--- src/rtl/life_sequencer_pkg.sv ---
// Shared types for the Game-of-Life sequencer and its evolution datapath:
// grid geometry, the packed grid type and the sequencer state enumeration.
package life_sequencer_pkg;

  localparam int GRID_ROWS  = 5;
  localparam int GRID_COLS  = 5;
  localparam int GRID_CELLS = GRID_ROWS * GRID_COLS;

  // Cell (row, col) lives at bit row*GRID_COLS + col.
  typedef logic [GRID_CELLS-1:0] grid_t;

  typedef enum logic [1:0] {
    EMPTY   = 2'd0,
    PAUSED  = 2'd1,
    RUNNING = 2'd2,
    HALTED  = 2'd3
  } life_state_t;

  // True when no cell of the grid is alive.
  function automatic logic grid_is_empty(input grid_t g);
    return ~|g;
  endfunction

endpackage

--- src/rtl/life_sequencer_tick_divider.sv ---
// Free-running generation timer: pulses tick on the TICK_DIV-th enabled cycle
// since the last clear, then wraps. Clear has priority over counting.
module tick_divider #(
  parameter int unsigned TICK_DIV = 25_000_000
) (
  input  logic clk,
  input  logic rst,
  input  logic clr,
  input  logic en,
  output logic tick
);

  localparam logic [31:0] TERMINAL = TICK_DIV - 32'd1;

  logic [31:0] count_reg;
  logic [31:0] count_next;

  assign tick = en && (count_reg == TERMINAL);

  // Next count: clear, wrap on terminal, else advance while enabled.
  always_comb begin
    count_next = count_reg;
    if (clr) begin
      count_next = '0;
    end else if (en) begin
      count_next = tick ? 32'd0 : count_reg + 32'd1;
    end
  end

  // Counter register.
  always_ff @(posedge clk or posedge rst) begin
    if (rst) begin
      count_reg <= '0;
    end else begin
      count_reg <= count_next;
    end
  end

endmodule

--- src/rtl/life_sequencer.sv ---
// Game-of-Life generation sequencer. Holds the current grid, loads seeds,
// and commits the external datapath's grid_next either on a timer tick
// (free-run) or on a step pulse (paused). Optionally halts once the pattern
// becomes a still life or dies out.
module life_sequencer
  import life_sequencer_pkg::*;
#(
  parameter int unsigned TICK_DIV = 25_000_000,
  parameter int          GEN_W    = 16
) (
  input  logic             clk,
  input  logic             rst,
  input  logic             seed_valid,
  input  grid_t            seed,
  output logic             seed_ready,
  input  logic             run,
  input  logic             step,
  input  logic             halt_en,
  input  grid_t            grid_next,
  output grid_t            grid,
  output logic [GEN_W-1:0] gen_count,
  output logic             gen_valid,
  output logic             stable,
  output logic             extinct,
  output logic             halted
);

  localparam logic [GEN_W-1:0] GEN_MAX = {GEN_W{1'b1}};

  life_state_t      state_reg, state_next;
  grid_t            cur_grid_reg, cur_grid_next;
  logic [GEN_W-1:0] gen_count_reg, gen_count_next;
  logic             gen_valid_reg, gen_valid_next;
  logic             stable_reg, stable_next;
  logic             extinct_reg, extinct_next;
  logic             ready_reg;

  logic  seed_load;
  logic  running_now;
  logic  tick;
  logic  step_commit;
  logic  commit;
  logic  next_same;
  logic  next_zero;
  logic  seed_zero;
  grid_t diff_bits;

  // A seed is accepted whenever offered once out of reset; it overrides any
  // commit that would otherwise happen in the same cycle.
  assign seed_load   = seed_valid && ready_reg;
  assign running_now = (state_reg == RUNNING) && run;
  assign step_commit = (state_reg == PAUSED) && step;
  assign commit      = !seed_load && (tick || step_commit);

  // Per-cell change detect between the current and evolved generation.
  for (genvar gi = 0; gi < GRID_CELLS; gi++) begin : g_diff
    assign diff_bits[gi] = grid_next[gi] ^ cur_grid_reg[gi];
  end

  assign next_same = ~|diff_bits;
  assign next_zero = grid_is_empty(grid_next);
  assign seed_zero = grid_is_empty(seed);

  // The timer only counts while actually free-running; any pause, seed load
  // or other state restarts the interval from zero.
  tick_divider #(
    .TICK_DIV(TICK_DIV)
  ) u_tick_divider (
    .clk (clk),
    .rst (rst),
    .clr (seed_load || !running_now),
    .en  (running_now),
    .tick(tick)
  );

  // Next-state logic: seed load first, then commit-triggered halt, then run level.
  always_comb begin
    state_next = state_reg;
    if (seed_load) begin
      if (seed_zero && halt_en) begin
        state_next = HALTED;
      end else if (run) begin
        state_next = RUNNING;
      end else begin
        state_next = PAUSED;
      end
    end else if (commit && halt_en && (next_same || next_zero)) begin
      state_next = HALTED;
    end else begin
      case (state_reg)
        PAUSED:  if (run)  state_next = RUNNING;
        RUNNING: if (!run) state_next = PAUSED;
        default: state_next = state_reg;
      endcase
    end
  end

  // Datapath next values: seed load or generation commit, otherwise hold.
  always_comb begin
    cur_grid_next  = cur_grid_reg;
    gen_count_next = gen_count_reg;
    gen_valid_next = 1'b0;
    stable_next    = stable_reg;
    extinct_next   = extinct_reg;
    if (seed_load) begin
      cur_grid_next  = seed;
      gen_count_next = '0;
      gen_valid_next = 1'b1;
      stable_next    = 1'b0;
      extinct_next   = seed_zero;
    end else if (commit) begin
      cur_grid_next  = grid_next;
      gen_count_next = (gen_count_reg == GEN_MAX) ? GEN_MAX
                                                  : gen_count_reg + GEN_W'(1);
      gen_valid_next = 1'b1;
      stable_next    = next_same;
      extinct_next   = next_zero;
    end
  end

  // State register.
  always_ff @(posedge clk or posedge rst) begin
    if (rst) begin
      state_reg <= EMPTY;
    end else begin
      state_reg <= state_next;
    end
  end

  // Grid, counters and status flags; an empty grid reads as extinct.
  always_ff @(posedge clk or posedge rst) begin
    if (rst) begin
      cur_grid_reg  <= '0;
      gen_count_reg <= '0;
      gen_valid_reg <= 1'b0;
      stable_reg    <= 1'b0;
      extinct_reg   <= 1'b1;
    end else begin
      cur_grid_reg  <= cur_grid_next;
      gen_count_reg <= gen_count_next;
      gen_valid_reg <= gen_valid_next;
      stable_reg    <= stable_next;
      extinct_reg   <= extinct_next;
    end
  end

  // Ready drops with reset and rises on the first edge after release.
  always_ff @(posedge clk or posedge rst) begin
    if (rst) begin
      ready_reg <= 1'b0;
    end else begin
      ready_reg <= 1'b1;
    end
  end

  assign seed_ready = ready_reg;
  assign grid       = cur_grid_reg;
  assign gen_count  = gen_count_reg;
  assign gen_valid  = gen_valid_reg;
  assign stable     = stable_reg;
  assign extinct    = extinct_reg;
  assign halted     = (state_reg == HALTED);

endmodule

--- config.mk ---
export PLATFORM = sky130hd
export DESIGN_NAME = life_sequencer
export DESIGN_NICKNAME = d
export VERILOG_FILES = /design/src/rtl/life_sequencer_pkg.sv /design/src/rtl/life_sequencer_tick_divider.sv /design/src/rtl/life_sequencer.sv
export SDC_FILE = /design/constraint.sdc
export NUM_CORES = 1
export LEC_CHECK = 0
export CAP_MARGIN = 20
export CORE_MARGIN = 8
export CORE_UTILIZATION = 45
export DETAILED_ROUTE_END_ITERATION = 10
export PLACE_DENSITY_LB_ADDON = 0.12
export RECOVER_POWER = 50
export SYNTH_ARGS = -nofsm -noshare
export SYNTH_HDL_FRONTEND = slang
export SYNTH_SLANG_ARGS = --single-unit
--- constraint.sdc ---
create_clock -name clk -period 2.45 [get_ports clk]
set_clock_uncertainty 0.15 [all_clocks]
set_input_delay 0.245 -clock clk [delete_from_list [all_inputs] [get_ports clk]]
set_output_delay 0.245 -clock clk [all_outputs]
set_load 0.005 [all_outputs]
## Word level (Yosys, flattened, before mapping)

Index checks and enable logic that the tools add are counted.

- Output and inout port bits: 46
- Register bits: 79
- Word-level logic and storage cells: 86
- Input bits: 56

- Eq/ne operators: 7
- Bitwise gates (word level): 25
- Reductions and logical operators: 23
- Mux-type cells: 21
- Add/subtract/negate cells: 2

Operators with widths:

| cell | number |
|---|---|
| two-way mux 32 bit | 3 |
| OR reduction 25 bit | 3 |
| two-way mux 25 bit | 2 |
| two-way mux 16 bit | 3 |
| adder 32 x 1 -> 32 bit, second input constant | 1 |
| equality test 32 x 25 -> 1 bit, second input constant | 1 |
| bitwise XOR 1 bit | 25 |
| adder 16 x 1 -> 16 bit, second input constant | 1 |
| equality test 16 bit, second input constant | 1 |
| two-way mux 2 bit | 6 |
| logical AND 1 bit | 8 |
| != test 4 x 3 -> 1 bit, second input constant | 2 |
| two-way mux 1 bit | 6 |
| logical NOT 1 bit | 5 |
| equality test 2 bit, second input constant | 2 |
| one-hot mux 2 bit (2 select lines) | 1 |
| nonzero test 2 bit | 2 |
| nonzero test 4 bit | 1 |
| logical OR 1 bit | 3 |
| AND reduction 3 bit | 1 |
| equality test 2 x 1 -> 1 bit, second input constant | 1 |

## Longest topological paths before layout

Gate-level depths: netlist of run 1.

- Depth after elaboration: 9
- Gate-level depth with buffers: 9

## By module

A second synthesis of run 1 with hierarchy kept.

- Cells, all modules: 503
- Area total of the unflattened synthesis: 4,428.0 um^2

Modules (own cells, without submodules):

| module | cells each | instances | area each (um^2) |
|---|---|---|---|
| life_sequencer | 321 | 1 | 2,712.6 |
| tick_divider | 182 | 1 | 1,715.4 |

## Worst setup path before layout of run 1

No wires, ideal clock.

- Kind: register to register
- Start point: register u_tick_divider.count_reg[12]
- End point: register gen_count_reg[13], in the netlist gen_count[13]
- Period minus slack after synthesis: 2.384 ns
- Required time: 2.164 ns
- Data arrival time: 2.098 ns
- Path slack: 0.066 ns
- Setup time: 0.136 ns
- Path buffers: 2
- Stages on the path, launching flop included: 9
- Cells stage by stage: dfrtp_1 > and3_1 > or3b_1 > or4_4 > and2_4 > buf_6 > clkbuf_1 > nor3_1 > nor3_1

- Word-level cells in the longest chain between the ends: 5

RTL lines:

| what | line | RTL |
|---|---|---|
| from (decl) | life_sequencer_tick_divider.sv:15 | `logic [31:0] count_reg;` |
| from (signal assigned) | life_sequencer_tick_divider.sv:35 | `count_reg <= count_next;` |
| equality test 32 x 25 -> 1 bit | life_sequencer_tick_divider.sv:18 | `assign tick = en && (count_reg == TERMINAL);` |
| logical AND 1 bit | life_sequencer_tick_divider.sv:18 |  |
| logical OR 1 bit | life_sequencer.sv:53 | `assign commit = !seed_load && (tick \|\| step_commit);` |
| logical AND 1 bit | life_sequencer.sv:53 |  |
| nonzero test 2 bit (no line) | n/a |  |
| to (signal assigned) | life_sequencer.sv:140 | `gen_count_reg <= gen_count_next;` |
| to (decl) | life_sequencer.sv:32 | `logic [GEN_W-1:0] gen_count_reg, gen_count_next;` |

No other way between the ends.
A chain may end at the register's enable or synchronous reset.

## Worst setup path after layout of run 1

- Start point: register u_tick_divider.count_reg[23]
- End point: register gen_count_reg[14], in the netlist gen_count[14]

Same word-level chain as after synthesis.

==> results.md, run 1 <==
Status:
- The flow ran to the end, and the final reports show no timing, DRC or antenna violations.

Cells and area:
- The flip-flop count of the largest register, all copies and words added is 32.
- The proportion of layout cells with a drive suffix above 1 is 10.4%.
- The top cell types in the final layout, fill and taps aside, are clkdlybuf4s50_1 (94), nand2_1 (78), dfrtp_1 (78).
- After routing the design area is 5830 um^2.
- The antenna diode count is 0.
- The relative area change from synthesis to final layout is 38.6%.
- For this run, the post-layout net count is 656.
- The library cell used most frequently in the layout, excluding fill and tap cells, is clkdlybuf4s50_1.

Min path:
- The worst min-delay path class is input pin to flip-flop.
- The startpoint identified for the worst hold timing path is seed[17].

STA:
- At the pin with the least slew margin, the transition time is 1240 ps.
- The headroom to the max-slew limit is about 17%.
- The sum of negative setup slack is 0 ps.
- The worst-case setup margin in the final layout is 19.6 ps.
- The number of pins exceeding their max-slew limit in the final report came to 0.
- The smallest clock period supported by the final layout is computed as between 2000 and 2500 ps.
- Setup repair after global routing could not meet its margin everywhere.
- The number of endpoints with negative hold slack in the final report is 0.
- The total of endpoints with negative setup slack in the final report is 0.
- Dividing the final minimum period by the clock period gives 99.2%.
- The maximum frequency from static timing analysis is 411 MHz.

Pwr:
- The sum of internal, switching and leakage power is 3.41 mW.
- The leakage power is 2.41 nW.
- The worst supply voltage drop on vdd is 0.318 mV.
- The power per unit of standard cell area is 584 nW/um^2.

Routing:
- Dividing the detail-routed wire length by the instance count gives 16.9 um.
- The routed via count divided by cell count is 5.54.
- The detailed router placed 3956 vias in this run.
- In the routed design, unresolved DRC markers number 0.
- After the first detailed-routing iteration, the DRC count stood at about 190.
- The remaining number of nets flagged by the antenna check after routing is 0.
- The detailed-router iteration count before antenna repair is 4.
- Wires add up to 12.1 mm.

Synthesis:
- The number of nets in the synthesized netlist is 534.
- The biggest area contributor in the post-synthesis netlist is dfrtp_1.
- After synthesis, flip-flops and latches occupy 47.0% of the total area.
- Yosys printed 0 warnings.
- The proportion of netlist area held by the largest area contributor is 46.4%.
- The post-synthesis cell area is around 4200 um^2.
- The number of standard cells after synthesis is 476.
- The predominant post-synthesis flop cell is dfrtp_1.
- The mean instance size in the synthesized netlist is 8.83 um^2.
- The synthesis-stage register bit count is 79.
- The number of enable-type register cells in the synthesized netlist is 0.
- Sorting the synthesized cells by area gives the leading types as dfrtp_1 (46%), xor2_1 (8.7%), nand2_1 (7.1%).
- The number of distinct library cells after synthesis is 46.
- Of all flip-flops after synthesis, the portion carrying an async set or reset was 100%.

Run:
- The total of max-cap violations is 0.

Die:
- The floorplan step defined a die boundary enclosing ~13000 um^2.
- The height of the die is 113 um.
- For this configuration, the core starts out at a cell density of a little under half.
- The die is 113 um wide.
- The core region is 9150 um^2.
- The placement row count is 35.
- The I/O pin total is 102.

Clock tree:
- The tree built by TritonCTS fans out to 79 sinks.
- After clock tree synthesis, the clock-pin slew on the worst setup and hold paths is around 90 ps.
- The later pin in the worst-skew pair is clocked with a latency of 360 ps.
- The number of H-tree levels is 3.
- The buffer levels on the longest clock path is 2.
- The number of hold-repair buffers added at the cts stage is 0.
- The CTS root buffer is clkbuf_8.
- The number of buffers inserted during clock tree synthesis is 9.
- TritonCTS built the clock tree.

Critical path:
- In this run the worst path has a maximum fanout of 5.
- Tracing the worst setup path back leads to its startpoint at u_tick_divider.count_reg[23].
- The category of the worst setup path capture point is a flip-flop.
- The arrival time of data at the critical path endpoint is 2510 ps.
- The kind of start point of the critical path is a flip-flop.
- The startpoint identified for the worst register-to-register timing path is u_tick_divider.count_reg[23].
- The worst setup path is of the flip-flop to flip-flop kind.
- The critical path required time is 2530 ps.

Placed design:
- The final weighted congestion of routability-driven global placement is 0.867.
- In this run the tool buffered the top-level ports with 101 buffer cells.
- In this run the cell area measured after placement is 5490 um^2.
- The post-placement setup slack is -211 ps.
- The total half-perimeter wirelength after legalization and detailed placement is 8.86 mm.

Global route:
- The via count of the first global-routing pass came to approximately 3800.
- The number of antenna violations at the first check in global routing is 0.
- In the global route stage, overall resource usage came out at 18.7%.
- The pin count of the biggest net entering global routing is 54.
- The first global-routing pass estimated roughly 19 mm of wire.
- Summed over all layers, the global routing overflow is 0.
-- kinds of logic after synthesis --
logic type	share of synthesized area, %
AOI/OAI and AO/OA	9.94
other	0.0892
buffers and inverters	2.74
xor gates and xnor gates	11.2
and+or+nand+nor	27.9
adders and majority gates	1.07
DFF	47.0
-- worst max-delay path, cell delays in order, from the launching register on --
cell and delay [ps]:
dfrtp_1 380, nand2b_1 130, or4_1 470, or4_4 590, and2_4 200, buf_4 160
nor2_2 130, a311oi_1 110
-- final cells by class --
cell class / count / area [um^2]
clock inverters: 6 / 83.8
clock buffers: 10 / 138
repair buffers: 131 / 1280
fillers: 806 / 3320
multi-input cells: 370 / 2180
flip-flops and latches: 79 / 1980
well taps: 111 / 139
inverters: 7 / 27.5
-- what timing repair did --
| action | in CTS | in global routing |
|---|---|---|
| cloned | 0 | 1 |
| setup endpoints to repair | 7 | 43 |
| resized for setup | 2 | 26 |
| pin swaps | 0 | 12 |
| buffers inserted | 0 | 3 |
-- power breakdown --
| group | total [mW] | switching [mW] | internal [mW] |
|---|---|---|---|
| logic | 0.797 | 0.356 | 0.441 |
| registers | 1.52 | 0.107 | 1.41 |
| clock network | 1.09 | 0.492 | 0.599 |
| total | 3.41 | 0.955 | 2.45 |
-- final timing paths --
check | end | cells past startpoint | slack [ps]
min | grid[17] | 3 | 340
max | gen_count[14] | 7 | 20
max in group asynchronous | u_tick_divider.count_reg[22] | 3 | 440
max reg2reg | gen_count[14] | 7 | 20
min reg2reg | u_tick_divider.count_reg[31] | 2 | 400
min in group asynchronous | grid[22] | 2 | 440
-- metal layers --
| metal | vias to the layer above | share of wire, % | wire [um] | track usage (%) |
|---|---|---|---|---|
| met4 | 0 | 2.2 | 267 | 7.82 |
| met3 | 18 | 5.0 | 599 | 3.44 |
| met1 | 1913 | 43 | 5160 | 23.2 |
| met5 | - | 0 | 0 | 0 |
| met2 | 99 | 50 | 6070 | 31.3 |
| li1 | 1926 | - | - | - |
-- cells in the mapped netlist, types with 2 or more instances --
| master | instances |
|---|---|
| o22ai_1 | 2 |
| a21oi_1 | 11 |
| and4_1 | 6 |
| or3_1 | 3 |
| nand2_1 | 79 |
| nand3_1 | 15 |
| and3_1 | 11 |
| maj3_1 | 2 |
| a211oi_1 | 3 |
| nand4_1 | 11 |
| or2_2 | 2 |
| dfrtp_1 | 78 |
| ha_1 | 2 |
| o21ai_0 | 4 |
| nor2_1 | 70 |
| and2_1 | 4 |
| a311oi_1 | 8 |
| buf_2 | 5 |
| inv_1 | 7 |
| nor3_1 | 15 |
| nor4_1 | 19 |
| a31oi_1 | 29 |
| buf_1 | 2 |
| a41oi_1 | 2 |
| clkbuf_1 | 12 |
| xor2_1 | 42 |
| xnor2_1 | 12 |
| a21o_1 | 2 |
-- per-stage QoR --
| step | std cells | hold slack [ps] | utilization [%] |
|---|---|---|---|
| global placement | 694 | 323 | 60.0 |
| floorplan | 476 | 245 | - |
| finish | 714 | 338 | 63.7 |
| detailed placement | 694 | 341 | 60.0 |
| global route | 714 | 359 | 63.7 |
| CTS | 710 | 84.5 | 62.5 |
(Power assumes the default switching activity.)
==> run 2: changes to the inputs <==
Settings changed: SKIP_LAST_GASP set to 1.
==> run 2 against run 1 <==
Global-route usage stayed put. Largest power group unchanged. Utilization hardly changed. Register-to-register slack is essentially flat. Maximum frequency about the same. Combinational power barely moved. First-iteration DRC count grew 13%. Worst setup slack got worse by 1.0 ps. Final area is essentially flat. Final cell count unchanged. Total power shrank 0.13%. Clock power hardly changed.
==> results.md, run 2 (synthesis gave the netlist of run 1 again) <==
Status:
- Run status: completed (unchanged).

Die:
- The die area is 12700 um^2 (unchanged).
- The die extent in x was 113 um (unchanged).
- The area of the placeable core is 9150 um^2 (unchanged).
- The placement row count is 35 (unchanged).
- The I/O pin total came to 102 (unchanged).
- The height of the die was 113 um (unchanged).
- The starting utilization of the core area is 45.9% (unchanged).

Placed design:
- The final weighted congestion of routability-driven global placement is 0.867 (unchanged).
- The total half-perimeter wirelength after legalization and detailed placement came to 8.86 mm (unchanged).
- The count of port buffers added during placement is 101 (unchanged).

STA:
- RSZ-0062 raised after global routing: true (unchanged).
- The maximum frequency from static timing analysis is 411 MHz (about the same).
- The fraction of the cycle the final worst path needs is 99.2% (about the same).
- The headroom to the max-slew limit was 17.3% (was 17.2%).
- The worst hold-check slack is 344 ps (was 338 ps).
- The total of endpoints with negative setup slack in the final report came to 0 (unchanged).
- The number of pins exceeding their max-slew limit in the final report is 0 (unchanged).
- The number of endpoints with negative hold slack in the final report was 0 (unchanged).
- The clock period minus final worst setup slack came to 2430 ps (about the same).
- The measured slew at the worst slew-check pin was 1230 ps (was 1240 ps).

Critical path:
- The cell with the largest stage delay on the worst path is or4_4 (unchanged).
- The number of buffer and inverter stages on the critical path was 1 (unchanged).
- The launching point of the worst reg2reg path is u_tick_divider.count_reg[23] (unchanged).
- The start-to-end type of the worst setup path is flip-flop to flip-flop (unchanged).
- The arrival time of data at the critical path endpoint was 2510 ps (about the same).
- The destination of the worst register-to-register timing path is gen_count[14] (unchanged).
- The cell class contributing the biggest share of worst-path delay was simple AND/OR/NAND/NOR gates (unchanged).
- Critical path, cell by cell: nand2b_1 > or4_1 > or4_4 > and2_4 > buf_4 > nor2_2 > a311oi_1 (unchanged).
- The minimum setup slack among reg-to-reg paths is 20 ps (about the same).
- The critical path required time is 2530 ps (about the same).
- The category of the worst setup path capture point is a flip-flop (unchanged).
- The peak fanout along the critical path is 5 (unchanged).
- The kind of start point of the critical path is a flip-flop (unchanged).
- The maximum cell stage delay along the critical path was 590 ps (about the same).
- The depth of the worst register-to-register path was 7 (unchanged).

Clock tree:
- The number of buffers inserted during clock tree synthesis was 9 (unchanged).
- The clock tree from TritonCTS is built (unchanged).
- The worst-skew pair later-pin latency is 350 ps (was 360 ps).
- The CTS root buffer is clkbuf_8 (unchanged).
- The clock sink total is 79 (unchanged).
- The buffer levels on the longest clock path was 2 (unchanged).
- The clock transition at the registers of the reported paths is 90 ps (about the same).
- The number of hold-repair buffers added at the cts stage is 0 (unchanged).
- The number of H-tree levels was 3 (unchanged).

Routing:
- The detailed-route via count is 3959 (was 3956).
- The detailed-route wire length is 12.1 mm (about the same).
- The average routed wire per standard cell is 16.9 um (about the same).
- The remaining number of nets flagged by the antenna check after routing is 0 (unchanged).
- The starting DRC count in detailed routing is 213 (was 189).
- The DRC violation count after routing is 0 (unchanged).
- The routed via count divided by cell count is 5.54 (about the same).
- The detailed-router iteration count before antenna repair came to 4 (unchanged).

Min path:
- The worst min-delay path class is input pin to flip-flop (unchanged).
- The worst hold path stage count is 3 (unchanged).
- The sink of the worst hold path is grid[17] (unchanged).
- The critical hold path startpoint is seed[17] (unchanged).

Cells and area:
- The share of the core filled with cells is 63.7% (about the same).
- The number of filler instances in the final layout came to 808 (was 806).
- The antenna diode count is 0 (unchanged).
- The most common library cell in the layout ignoring fill and taps is clkdlybuf4s50_1 (unchanged).
- The count of nets after finishing is 656 (unchanged).
- The proportion of layout cells with a drive suffix above 1 is 10.4% (unchanged).
- The flip-flop count of the largest register, all copies and words added is 32 (unchanged).
- Commonest non-fill, non-tap cells in the layout: clkdlybuf4s50_1 (94), nand2_1 (78), dfrtp_1 (78) (unchanged).
- The relative area change from synthesis to final layout is 38.5% (was 38.6%).

Global route:
- The total congestion overflow is 0 (unchanged).
- The pin count of the biggest net entering global routing is 54 (unchanged).
- The total global-route track usage is 18.7% (unchanged).
- The number of antenna violations at the first check in global routing is 0 (unchanged).
- The via count of the first global-routing pass was 3827 (unchanged).
- The global-route met3 utilization was 3.44% (unchanged).
- The met2 global-route usage is 31.3% (unchanged).
- The global-route wire length before repair is 19.2 mm (unchanged).
- The met1 track demand over resource is 23.2% (unchanged).
- The most crowded layer after global routing is met2 (unchanged).

Pwr:
- The worst supply voltage drop on vdd was 0.318 mV (about the same).
- The sum of internal, switching and leakage power is 3.40 mW (was 3.41 mW).
- The leakage power came to 2.41 nW (about the same).
- The power per unit of standard cell area is 584 nW/um^2 (about the same).

Run:
- The total of max-cap violations is 0 (unchanged).
run 2: cell counts in the layout (fill, tap and decap cells not counted):
Identical to the previous run, type by type.
run 2: tightest hold or removal path: stages:
cell             delay (ps)
clkdlybuf4s50_1         420
nor2_1                  110
a31oi_1                  50
run 2: how the worst max path moves through the flow:
stage                                 startpoint       endpoint  cells past startpoint
finish              u_tick_divider.count_reg[23]  gen_count[14]                      7
detailed placement                           run        grid[9]                      8
global placement                             run       grid[14]                      8
CTS                 u_tick_divider.count_reg[19]   gen_count[4]                      7
global route        u_tick_divider.count_reg[23]   gen_count[8]                      7
floorplan                                    rst   gen_count[0]                      1
run 2: area by class of cell:
type / count / area, um^2 / area share, %
clock inverters: 6 / 83.8 / 1.44
well taps: 111 / 139 / 2.38
repair buffers: 131 / 1280 / 22.0
inverters: 7 / 27.5 / 0.473
clock buffers: 10 / 138 / 2.36
flip-flops and latches: 79 / 1980 / 34.0
multi-input cells: 370 / 2180 / 37.4
run 2: power by group:
group / internal (mW) / switching [mW]
Sequential: 1.41 / 0.107
Clock: 0.598 / 0.489
Combinational: 0.439 / 0.355
Total: 2.45 / 0.952
run 2: layer usage:
metal	part of all wire, %	wire length, um
met1	43	5200
met2	50	6060
met3	4.4	531
met4	2.2	267
met5	0	0
run 2: through the flow:
step	setup WS (ps)	instances	area [um^2]	TNS (ps)
2_1_floorplan	33.3	476	4210	0
3_3_place_gp	-160	694	5490	-5730
3_5_place_dp	-211	694	5490	-7330
4_1_cts	-18.5	710	5710	-30.6
5_1_grt	-69.7	714	5830	-1550
6_report	18.6	714	5830	0
run 2: what timing repair did:
action	CTS	global route
resized for setup	1	25
cloned	0	1
pin swaps	0	11
endpoints found under the setup margin	7	43
buffers inserted	0	3
hold endpoints to repair	0	0
